$ cat config.mk
export PLATFORM = sky130hd
export DESIGN_NAME = pulse_width_meter
export DESIGN_NICKNAME = d
export VERILOG_FILES = /design/src/rtl/pulse_width_meter.sv
export SDC_FILE = /design/constraint.sdc
export NUM_CORES = 1
export LEC_CHECK = 0
export CORE_MARGIN = 4
export CORE_UTILIZATION = 40
export DETAILED_ROUTE_END_ITERATION = 7
export PLACE_DENSITY = 0.61
export SYNTH_ARGS = -nofsm -noshare
export SYNTH_HDL_FRONTEND = slang
export SYNTH_SLANG_ARGS = --single-unit
$ cat constraint.sdc
create_clock -name ClockIn -period 1.9 [get_ports ClockIn]
set_input_delay 0.19 -clock ClockIn [delete_from_list [all_inputs] [get_ports ClockIn]]
set_output_delay 0.19 -clock ClockIn [all_outputs]
set_load 0.02 [all_outputs]
$ cat src/rtl/pulse_width_meter.sv
// pulse_width_meter
//
// Measures the high time of a slow external pulse (e.g. an ultrasonic echo)
// in prescaled ticks of ClockIn. After a Start, the block waits for a rising
// edge of PulseIn and counts ticks until the falling edge. It then reports the
// result with a one-cycle Done strobe. Both phases give up after TIMEOUT ticks.
//
// Parameters
//   PRESCALE  ClockIn cycles per measurement tick (>= 2)
//   WIDTH     width of the tick counter and of Width
//   TIMEOUT   tick limit for the wait and measure phases (< 2**WIDTH)
//
// Ports
//   ClockIn   in   system clock, rising edge
//   ResetN    in   asynchronous active-low reset
//   Start     in   one-cycle arm request, honoured only while idle
//   PulseIn   in   asynchronous pulse being measured
//   Busy      out  high in every state except IDLE
//   Done      out  one-cycle result strobe
//   Width     out  measured tick count, held until the next Done
//   Timeout   out  last measurement timed out, held until the next Done
//
// Build option
//   PULSE_WIDTH_METER_AVG_EN  when defined, Width reports the mean of the
//                             last four non-timeout measurements. A timeout
//                             reports the current mean, and the history is
//                             left unchanged.
//
// state     | meaning
// ----------+-----------------------------------------------------------
// IDLE      | waiting for Start
// WAIT_RISE | armed; waiting for a low-to-high edge on PulseIn
// MEASURE   | counting ticks while PulseIn is high
// REPORT    | Done strobe cycle; returns to IDLE

module pulse_width_meter #(
    parameter int PRESCALE = 50,
    parameter int WIDTH    = 16,
    parameter int TIMEOUT  = 30000
) (
    input  logic             ClockIn,
    input  logic             ResetN,
    input  logic             Start,
    input  logic             PulseIn,
    output logic             Busy,
    output logic             Done,
    output logic [WIDTH-1:0] Width,
    output logic             Timeout
);

    localparam int               PW            = (PRESCALE > 1) ? $clog2(PRESCALE) : 1;
    localparam logic [PW-1:0]    PRESCALE_LAST = PW'(PRESCALE - 1);
    localparam logic [WIDTH-1:0] TIMEOUT_VAL   = WIDTH'(TIMEOUT);

    typedef enum logic [1:0] {
        IDLE,
        WAIT_RISE,
        MEASURE,
        REPORT
    } state_t;

    state_t           state;
    logic             s1;
    logic             s2;
    logic             s3;
    logic [PW-1:0]    preCount;
    logic [WIDTH-1:0] tickCount;
    logic             rise;
    logic             fall;
    logic             tick;
    logic             atLimit;
    logic [WIDTH-1:0] fallValue;
    logic [WIDTH-1:0] widthFall;
    logic [WIDTH-1:0] widthWaitTimeout;
    logic [WIDTH-1:0] widthMeasTimeout;

    assign rise    = s2 & ~s3;
    assign fall    = ~s2 & s3;
    assign tick    = (preCount == PRESCALE_LAST);
    assign atLimit = (tickCount == TIMEOUT_VAL);

    // A tick that lands in the fall cycle is counted. The fall cycle is the
    // last high cycle seen through the synchronizer, so including it makes
    // the result floor(high cycles / PRESCALE). The count saturates at TIMEOUT.
    assign fallValue = (tick && !atLimit) ? tickCount + 1'b1 : tickCount;

    always_ff @(posedge ClockIn or negedge ResetN) begin
        if (!ResetN) begin
            s1 <= 1'b0;
            s2 <= 1'b0;
            s3 <= 1'b0;
        end else begin
            s1 <= PulseIn;
            s2 <= s1;
            s3 <= s2;
        end
    end

`ifdef PULSE_WIDTH_METER_AVG_EN
    logic [3:0][WIDTH-1:0] hist;
    logic [WIDTH+1:0]      sumFall;
    logic [WIDTH+1:0]      sumHist;

    // The fall result must already include the new sample, so the sum is
    // formed from the incoming value plus the three newest stored entries.
    assign sumFall = {2'b00, fallValue} + {2'b00, hist[0]}
                   + {2'b00, hist[1]}   + {2'b00, hist[2]};
    assign sumHist = {2'b00, hist[0]} + {2'b00, hist[1]}
                   + {2'b00, hist[2]} + {2'b00, hist[3]};

    assign widthFall        = sumFall[WIDTH+1:2];
    assign widthWaitTimeout = sumHist[WIDTH+1:2];
    assign widthMeasTimeout = sumHist[WIDTH+1:2];

    always_ff @(posedge ClockIn or negedge ResetN) begin
        if (!ResetN) begin
            hist <= '0;
        end else if (state == MEASURE && fall) begin
            hist <= {hist[2:0], fallValue};
        end
    end
`else
    assign widthFall        = fallValue;
    assign widthWaitTimeout = '0;
    assign widthMeasTimeout = TIMEOUT_VAL;
`endif

    always_ff @(posedge ClockIn or negedge ResetN) begin
        if (!ResetN) begin
            state     <= IDLE;
            preCount  <= '0;
            tickCount <= '0;
            Busy      <= 1'b0;
            Done      <= 1'b0;
            Width     <= '0;
            Timeout   <= 1'b0;
        end else begin
            Done     <= 1'b0;
            preCount <= tick ? '0 : preCount + 1'b1;
            if (tick && !atLimit) begin
                tickCount <= tickCount + 1'b1;
            end

            case (state)
                IDLE: begin
                    if (Start) begin
                        state     <= WAIT_RISE;
                        Busy      <= 1'b1;
                        preCount  <= '0;
                        tickCount <= '0;
                    end
                end

                WAIT_RISE: begin
                    if (rise) begin
                        state     <= MEASURE;
                        preCount  <= '0;
                        tickCount <= '0;
                    end else if (atLimit) begin
                        state   <= REPORT;
                        Done    <= 1'b1;
                        Width   <= widthWaitTimeout;
                        Timeout <= 1'b1;
                    end
                end

                MEASURE: begin
                    if (fall) begin
                        state   <= REPORT;
                        Done    <= 1'b1;
                        Width   <= widthFall;
                        Timeout <= 1'b0;
                    end else if (atLimit) begin
                        state   <= REPORT;
                        Done    <= 1'b1;
                        Width   <= widthMeasTimeout;
                        Timeout <= 1'b1;
                    end
                end

                REPORT: begin
                    state <= IDLE;
                    Busy  <= 1'b0;
                end

                default: begin
                    state <= IDLE;
                    Busy  <= 1'b0;
                end
            endcase
        end
    end

endmodule
# Word-level counts from Yosys, hierarchy flattened
# Cells that the tools add are included.
# op_classes
eq_ne	9
mux	28
reduce_logical	8
bitwise_logic	4
add_sub_neg	2
# op_table
operator	count
$mux 16	7
$pmux 16 s2	2
$mux 6	3
$add 16x1->16 const B	1
$eq 16x15->1 const B	1
$pmux 6 s2	1
$mux 2	4
$pmux 2 s4	1
$mux 1	7
$add 6x1->6 const B	1
$eq 6x6->1 const B	1
$ne 2x2->1 const B	3
$pmux 1 s2	3
$eq 2x2->1 const B	2
$reduce_and 2->1	2
$reduce_and 4->1	1
$reduce_bool 2->1	2
$ne 3x3->1 const B	1
$and 1x1->1	2
$eq 2x1->1 const B	1
$logic_not 2->1	1
$not 1->1	2
$logic_and 1x1->1	1
$logic_not 1->1	1
# totals
wordCells	61
input_bits	4
output_inout_bits	19
reg_bits	46

# Longest topological paths before layout
# logic_depth
word_depth	6
mapped_depth	8
depth_no_buf	7

# Worst setup path after synthesis
# OpenSTA, ideal clock, no wires.
# synth_timing
path_kind	register to register
startpoint	register preCount[1]
endpoint	register Width[8]
synth_period_minus_slack_ns	1.791
n_path_buf	0
setup_slack_ns	0.109
t_required_ns	1.778
t_arrival_ns	1.669
stages_incl_launch_ff	8
setup_ns	0.122
path_cell_list	dfrtp_1 inv_1 ha_1 and2_0 and3_4 nand3_2 or3_1 a32o_1
# synth_via
elab_chain_len	5
# synth_rtl
item	line	rtl
from (decl)	66	logic [PW-1:0] preCount;
from (signal assigned)	139	preCount <= tick ? '0 : preCount + 1'b1;
$eq 6x6->1	79	assign tick = (preCount == PRESCALE_LAST);
$logic_and 1x1->1	85	assign fallValue = (tick && !atLimit) ? tickCount + 1'b1 : tickCount;
$mux 16	85	
$mux 16	168	if (fall) begin
$pmux 16 s2	144	case (state)
to (signal assigned)	162	Width <= widthWaitTimeout;
to (signal assigned)	171	Width <= widthFall;
to (signal assigned)	176	Width <= widthMeasTimeout;
to (decl)	47	output logic [WIDTH-1:0] Width,
# No other way between the ends.
# A chain may end at the register's enable or synchronous reset.

# Worst setup path in the final report
# layout_timing
startpoint	register tickCount[0]
endpoint	register Width[13]
# layout_via
elab_chain_len	6
elab_cells_between_ends	10
classes_between	add/sub: 1; eq/ne: 3; mux: 3; reduce/logical: 3
# layout_rtl
item	line	rtl
from (decl)	67	logic [WIDTH-1:0] tickCount;
from (signal assigned)	141	tickCount <= tickCount + 1'b1;
branches (longest 6 deep; another with $add 16x1->16)	--	
# Several ways; the timed one is not identified.

==> flow_metrics.tcl <==
set metrics [dict create \
    place_congestion 0.806 \
    antenna_found_initial 0 \
    skew_ns 0.0102 \
    pwr_density_cell_nw_per_um2 981 \
    routed_wl_mm 4.73 \
    seq_area_frac_synth_pct 50.5 \
    numCtsBuffers 5 \
    cp.arrival_ns 2.01 \
    final_core_util_pct 53.1 \
    drtIter0Drc 71 \
    path_common_cell "a21oi_2" \
    synth_area_per_cell_sq_um 10.8 \
    drv_cap 0 \
    synthArstFlopShare_pct 100 \
    path_clk_slew_ns 0.09 \
    worstSetupPathType "reg -> reg" \
    dieArea_sq_um 6960 \
    startpoint_type "flop" \
    dp_hpwl_mm 3.30 \
    slowest_delay_ns 0.39 \
    hold_viol_final 0 \
    start_util_pct 41.4 \
    crit_path_end_kind "flop" \
    rows 27 \
    synth_cells 211 \
    netlist_area_sq_um 2280 \
    yosysMostFrequentCell "dfrtp_1" \
    grt_start_max_net_pins 47 \
    antenna_left 0 \
    required_ns 2.09 \
    io_pins 23 \
    finalNetCount 270 \
    worst_slew_pin_slew_ns 0.558 \
    setup_viol 0 \
    syn_nets 223 \
    min_period_ns 1.82 \
    cts_root_buffer "clkbuf_8" \
    syn_to_final_growth_pct 28.5 \
    outcome "completed" \
    synthFlopType "dfrtp_1" \
    via_count 1683 \
    drc 0 \
    drive_above_1_share_pct 21.6 \
    p_leak_uw 0.00131 \
    first_pass_iters 4 \
    synth_warnings 0 \
    viasPerCell 5.08 \
    peakVddDrop_v 0.000532 \
    core_area_sq_um 5510 \
    crit_start "tickCount[0]" \
    fillers 504 \
    htreeDepth 2 \
    synth.area.top_cells "dfrtp_1, xor2_1, ha_1" \
    clock_latency_ns 0.30 \
    clockBufferDepth 2 \
    r2r-start "tickCount[0]" \
    netlist.area_leader.share_pct 50.5 \
    maxSlewViolCount 0 \
    die_y_um 83.5 \
    reg2reg_to "Width[13]" \
    slowest_stage "dfrtp_1" \
    cts.sinks 46 \
    grt_pass1_vias 1713 \
    ys_seq_elements 46 \
    crit_chain "inv_2 -> ha_4 -> nor4b_4 -> nand4_4 -> a21oi_2 -> a21oi_2 -> buf_12 -> a22o_1" \
    dp_slack_ns 0.00466 \
    portBuffers 22 \
    reg2reg_slack_ns 0.08 \
    synthDistinctLibCells 43 \
    crit_path_end "Width[13]" \
    antenna_cells 0 \
    grt_pass1_wl_mm 7.85 \
    rr_worst_depth 8 \
    synth_edf_count 0 \
    timing.fmax_mhz 549 \
    worst_slack_ns 0.0791 \
    grt_remaining_overflow 0 \
    slew_headroom_pct 62.8 \
    grt_setup_unrepaired "true" \
    synth_common_cells "dfrtp_1, nor2_1, nand3_1, xor2_1, nand2_1" \
    hold_class "in -> reg" \
    timing.final.crit_share_pct 95.8 \
    yosysTopAreaCell "dfrtp_1" \
    die-width_um 83.5 \
    grt_usage_pct 14.1 \
    drt-wirelength-per-cell_um 14.3 \
    cts_tree "yes" \
    worstPathMaxFanout 16 \
]
[how the worst min path moves through the flow]
stage	start	to	slack, ns	depth (start not counted)
4_1_cts	PulseIn	s1	0.31	1
2_1_floorplan	ResetN	Busy	-0.11	0
3_5_place_dp	ResetN	preCount[5]	0.31	2
5_1_grt	PulseIn	s1	0.31	1
6_report	PulseIn	s1	0.32	1
3_3_place_gp	ResetN	preCount[5]	0.31	2
[stage by stage]
stage / hold slack, ns / area (sq um) / power (uW) / std cells / TNS (ns)
after global routing: 0.312 / 2930 / 3060 / 331 / -0.469
final: 0.321 / 2930 / 2870 / 331 / 0
after detailed placement: 0.312 / 2710 / 2270 / 319 / 0
after floorplan: -0.106 / 2280 / 1860 / 211 / 0
after CTS: 0.308 / 2820 / 2910 / 328 / 0
after global placement: 0.313 / 2710 / 2260 / 319 / 0
[critical path, delay by kind of cell, from the launching register on]
kind / cells / cell delay, ns
flip-flops: 1 / 0.39
adder cells (fa/ha/maj): 1 / 0.13
AO/OA/AOI/OAI: 3 / 0.50
buffers and inverters: 2 / 0.24
AND/OR/NAND/NOR: 2 / 0.43
[cell type report]
type	instances	area, sq um	share of cell area, %
Sequential cell	46	1150	39.3
Multi-Input combinational cell	151	1140	38.9
Timing Repair Buffer	46	422	14.4
Tap cell	72	90.1	3.08
Clock buffer	6	82.6	2.82
Inverter	8	30.0	1.03
Clock inverter	2	12.5	0.428
[cell families (layout without fill, tap and decap cells)]
logic type,Yosys count,after routing,share of synthesized area (%)
DFF,46,46,50.5
and+or+nand+nor,88,88,22.5
buffers and inverters,14,62,2.80
adders and majority gates,8,8,4.40
muxes,3,3,1.32
xor gates and xnor gates,16,16,6.15
AOI/OAI and AO/OA,36,36,12.3
[flip-flops by register name, summed over array words and instances (netlist names)]
| name | flops |
|---|---|
| Timeout | 1 |
| s2 | 1 |
| Done | 1 |
| tickCount | 16 |
| Width | 16 |
| preCount | 6 |
| state | 2 |
| s3 | 1 |
| Busy | 1 |
| s1 | 1 |
[power breakdown]
| group | internal (uW) | switching (uW) |
|---|---|---|
| combinational | 462 | 556 |
| clock | 293 | 330 |
| sequential | 1120 | 106 |
| total | 1880 | 993 |
[layer usage]
layer  vias up  GRT usage [%]  routed length (um)
met5         -              0                   0
met4         0           6.58                  66
met3         5           2.76                 156
met2        26           22.4                2190
met1       815           18.4                2320
li1        837              -                   -
[placed cells by master (no fill, tap or decap), types with 6 or more instances in the layout]
| cell type | n |
|---|---|
| clkbuf_8 | 6 |
| and2_1 | 6 |
| buf_4 | 19 |
| o2bb2ai_1 | 8 |
| nand2_1 | 10 |
| ha_1 | 7 |
| clkdlybuf4s50_1 | 21 |
| dfrtp_1 | 46 |
| xor2_1 | 10 |
| nand4_1 | 6 |
| nand3_1 | 12 |
| nor2_1 | 26 |
| inv_1 | 7 |
[what timing repair did]
| item | 4_1_cts | 5_1_grt |
|---|---|---|
| hold buffers | 1 | 0 |
| pin swaps | 0 | 4 |
| setup endpoints to repair | 1 | 25 |
| resized for setup | 1 | 20 |
| buffers inserted | 0 | 3 |
| endpoints found under the hold margin | 46 | 0 |
Power figures use the tool's default switching activity.
